===== config.mk =====
export PLATFORM = sky130hd
export DESIGN_NAME = pipeline_hazard_ctrl
export DESIGN_NICKNAME = d
export VERILOG_FILES = /design/src/rtl/pipeline_hazard_ctrl.sv
export SDC_FILE = /design/constraint.sdc
export NUM_CORES = 1
export LEC_CHECK = 0
export BUFFER_PORTS_ARGS = -buffer_cell sky130_fd_sc_hd__buf_4
export CORE_MARGIN = 2
export CORE_UTILIZATION = 46
export DETAILED_ROUTE_END_ITERATION = 7
export GPL_TIMING_DRIVEN = 0
export HOLD_SLACK_MARGIN = 0.02
export PLACE_DENSITY = 0.73
export SETUP_SLACK_MARGIN = 0.4
export SYNTH_ARGS = -nofsm -noshare
export SYNTH_HDL_FRONTEND = slang
export SYNTH_SLANG_ARGS = --single-unit

===== constraint.sdc =====
create_clock -name clk -period 3.9 [get_ports clk]
set_input_delay 0.195 -clock clk [delete_from_list [all_inputs] [get_ports clk]]
set_output_delay 0.195 -clock clk [all_outputs]
set_load 0.1 [all_outputs]

===== src/rtl/pipeline_hazard_ctrl.sv =====
// pipeline_hazard_ctrl: stall/flush/forwarding control for a 5-stage MIPS pipeline,
// including load-use bubbles, taken-branch flushes and bounded data-memory waits.
module pipeline_hazard_ctrl #(
    parameter int TIMEOUT = 16,
    parameter int CNT_W   = 32
) (
    input  logic             clk,
    input  logic             rst,
    input  logic [4:0]       rs,
    input  logic [4:0]       rt,
    input  logic             use_rs,
    input  logic             use_rt,
    input  logic             branch_taken,
    input  logic             ewreg,
    input  logic             em2reg,
    input  logic [4:0]       erdrt,
    input  logic             mwreg,
    input  logic             mm2reg,
    input  logic [4:0]       mrdrt,
    input  logic             mreq,
    input  logic             mem_ready,
    output logic             pc_en,
    output logic             ifid_en,
    output logic             ifid_flush,
    output logic             idex_bubble,
    output logic             exmem_en,
    output logic             memwb_bubble,
    output logic [1:0]       fwda,
    output logic [1:0]       fwdb,
    output logic             mem_timeout,
    output logic [CNT_W-1:0] stall_cnt
);
    typedef enum logic {RUN, MEM_WAIT} state_t;

    localparam logic [7:0] LAST = 8'(TIMEOUT - 1);

    state_t           state_q, state_d;
    logic [7:0]       wcnt_q, wcnt_d;
    logic             timeout_q, timeout_d;
    logic [CNT_W-1:0] cnt_q, cnt_d;
    logic             frc, mwait, lu_stall, stall;

    function automatic logic [1:0] fwd(input logic [4:0] r);
        return (ewreg & ~em2reg & (erdrt != 5'd0) & (erdrt == r)) ? 2'b01 :
               (mwreg & ~mm2reg & (mrdrt != 5'd0) & (mrdrt == r)) ? 2'b10 :
               (mwreg &  mm2reg & (mrdrt != 5'd0) & (mrdrt == r)) ? 2'b11 : 2'b00;
    endfunction

    // Forced release on the last allowed wait cycle keeps a dead memory from hanging the core
    assign frc      = (state_q == MEM_WAIT) && (wcnt_q == LAST);
    assign mwait    = mreq & ~mem_ready & ~frc;
    assign lu_stall = ewreg & em2reg & (erdrt != 5'd0) &
                      ((use_rs & (erdrt == rs)) | (use_rt & (erdrt == rt)));
    assign stall    = mwait | lu_stall;

    assign pc_en        = ~stall;
    assign ifid_en      = ~stall;
    assign ifid_flush   = ~stall & branch_taken;
    assign idex_bubble  = ~mwait & lu_stall;
    assign exmem_en     = ~mwait;
    assign memwb_bubble = mwait;
    assign fwda         = fwd(rs);
    assign fwdb         = fwd(rt);
    assign mem_timeout  = timeout_q;
    assign stall_cnt    = cnt_q;

    always_comb begin
        state_d   = mwait ? MEM_WAIT : RUN;
        wcnt_d    = (state_q == MEM_WAIT && mwait) ? wcnt_q + 8'd1 : 8'd0;
        timeout_d = timeout_q | frc;
        cnt_d     = (stall && cnt_q != '1) ? cnt_q + 1'b1 : cnt_q;
    end

    always_ff @(posedge clk) begin
        if (rst) begin
            state_q   <= RUN;
            wcnt_q    <= 8'd0;
            timeout_q <= 1'b0;
            cnt_q     <= '0;
        end else begin
            state_q   <= state_d;
            wcnt_q    <= wcnt_d;
            timeout_q <= timeout_d;
            cnt_q     <= cnt_d;
        end
    end
endmodule


==> out/qor.txt <==
Clk Latency, worst-skew pair -> 0.30 ns
Worst rel slew slack -> 0.632
HP Class -> input port to flip-flop
Drt pass-1 iters -> 4
Vias -> 2382
Detailed placer's ending HPWL -> 4470 um
Register Area -> 841 um^2
IO Port Bufs -> 72
Post-synth ARST share -> 0
Final estimated routing congestion in global placement -> 0.833
Most common cell in the netlist -> dfxtp_1
Critical Path Sink Type -> flip-flop
Worst r2r dst -> stall_cnt[6]
Final worst path period share -> 0.684
Register bit total from synthesis -> 42
Worst Setup EP -> stall_cnt[6]
Final Hold Viols -> 0
Hold WS -> 0.274 ns
P&R area growth vs syn -> 30.9%
Worst setup path start -> stall_cnt[16]
Antenna violations before repair -> 0
CP arrival -> 2.90 ns
Gate Count Post-Synth -> 294
Syn avg cell area -> 7.95 um^2
Cell variety after synth -> 40
Clock Sinks -> 42
PD cells -> 276 nW/um^2
Core ar. -> 4820 um^2
Clock Pin Slew Worst Setup and Hold Paths -> 0.08 ns
Post-route setup slack -> 1.23 ns
CTS resizes -> 0
Final setup viols -> 0
Vias in the first global route -> 2109
Synth top area share -> 0.360
Crit path required time -> 4.13 ns
Setup TNS -> 0 ns
Rows -> 25
CTS tree -> built
Area of the multi-input gates -> 1420 um^2
Commonest cells in the netlist -> dfxtp_1 (42), nor2_1 (36), xnor2_1 (26)
Yosys warnings -> 0
R2r startpoint -> stall_cnt[16]
Filler cell count -> 446
Tmin final -> 2.67 ns
Largest net degree at the start of global routing -> 15
Crit Path Category -> flip-flop to flip-flop
Share of layout cells above drive strength 1 -> 0.251
DRC -> 0
Syn Nets -> 327
Chip Height -> 75.3 um
RSZ-0062 raised after global routing -> no
Pre-CTS setup slack -> 1.25 ns
Register area share after synthesis -> 0.360
Synth top area cells -> dfxtp_1 (36%), xnor2_1 (9.7%), nor2_1 (5.8%), xor2_1 (4.5%), a21oi_1 (4.3%)
Max Clock Skew -> 0.00764 ns
Max frequency -> 375 MHz
Num CTS Buffers -> 5
Critical-path maximum fanout -> 10
Max-cap viol count -> 0
DRT iter0 DRCs -> 95
H-tree depth -> 2
Critical path startpoint category -> flip-flop
Global-route wire length before repair -> 9140 um
Routed len/inst -> 13.0 um
Layout Nets -> 406
Post-synth EDFFs -> 0
Number of nets with antenna violations after routing -> 0
Die Wd -> 75.3 um
Fin. max-slew vios -> 0
Clk root buf -> clkbuf_8
Final WL -> 5740 um
DIE AREA -> 5660 um^2
Post-Synthesis Cell Area -> 2340 um^2
Worst slew pin tran -> 0.548 ns
Clk buf depth -> 2
Number of hold buffers added after CTS -> 0
Total gr overflow -> 0
Antenna Cells -> 0
Number of vias per cell -> 5.40
Setup bufs post-CTS -> 0
All-Layer GR Usage -> 0.209
Worst R2R Path Depth -> 9
Initial Utilization -> 0.485
Status -> finished, final reports clean
Most used flip-flop cell after synthesis -> dfxtp_1
FF-to-FF setup slack -> 1.23 ns
Leading area contributor after synthesis -> dfxtp_1
Peak supply drop -> 159 uV
I/O pins -> 74
Leak -> 0.00109 uW
-- report_power, final --
part           internal, uW  total (uW)  switching (uW)
registers               430         431            1.59
logic                  49.7         133            82.9
clock network           126         279             154
-- cells in the final DEF, fill, tap and decap left out, types with 8 or more instances in the layout --
master / Yosys / layout
o21ai_0: 14 / 14
or4_1: 9 / 9
nand2_1: 23 / 23
nand3_1: 20 / 20
nor3_1: 13 / 13
or3_1: 11 / 11
nor2_1: 36 / 35
dfxtp_1: 42 / 42
xor2_1: 12 / 12
inv_1: 8 / 8
a21oi_1: 20 / 20
xnor2_1: 26 / 26
buf_4: 1 / 73
-- through the flow --
stage / power [uW] / area [um^2] / util / instances
6_report: 843 / 3060 / 0.635 / 441
5_1_grt: 879 / 3060 / 0.635 / 441
4_1_cts: 853 / 3060 / 0.635 / 441
3_5_place_dp: 575 / 2970 / 0.616 / 433
3_3_place_gp: 574 / 2970 / 0.616 / 433
2_1_floorplan: 525 / 2340 / - / 294
-- sequential cells by signal, summed over array words and instances (netlist names) --
| name | flops |
|---|---|
| mem_timeout | 1 |
| stall_cnt | 32 |
| state_q | 1 |
| wcnt_q | 8 |
-- how the worst min path moves through the flow --
stage	startpoint	to	slack, ns	cells past startpoint
4_1_cts	mem_ready	state_q	0.27	3
3_5_place_dp	wcnt_q[0]	wcnt_q[0]	0.44	1
2_1_floorplan	wcnt_q[0]	wcnt_q[0]	0.41	1
6_report	mem_ready	state_q	0.27	3
5_1_grt	mem_ready	state_q	0.32	3
3_3_place_gp	wcnt_q[0]	wcnt_q[0]	0.43	1
-- metal layers --
layer  track usage  routed length, um  vias to the layer above
met2         0.366               2810                       89
li1              -                  -                     1199
met3        0.0469                389                        7
met1         0.254               2480                     1087
met4        0.0643                 63                        0
met5             0                  0                        -
-- critical path: stages (launching register included) --
cell and delay [ns]:
dfxtp_1 0.45, nand4_1 0.19, nor3_1 0.51, nand2_1 0.16, o21ai_2 0.41, or2_4 0.22, buf_6 0.13, buf_2 0.23
o21ai_0 0.13, a21oi_1 0.15
-- cell families after synthesis --
kind of cell    share of synthesized area
simple gates                        0.317
compound gates                      0.126
flops                               0.360
xor+xnor                            0.142
buf+inv                            0.0343
mux                               0.00964
fa+ha+maj                          0.0107
-- area by class of cell --
cell class,count,area share
Multi-Input combinational cell,234,0.465
Inverter,9,0.0110
Clock buffer,5,0.0225
Timing Repair Buffer,72,0.177
Tap cell,67,0.0274
Buffer,9,0.0151
Sequential cell,42,0.275
Clock inverter,3,0.00696
Note: power is estimated with default switching activity, not from simulation.
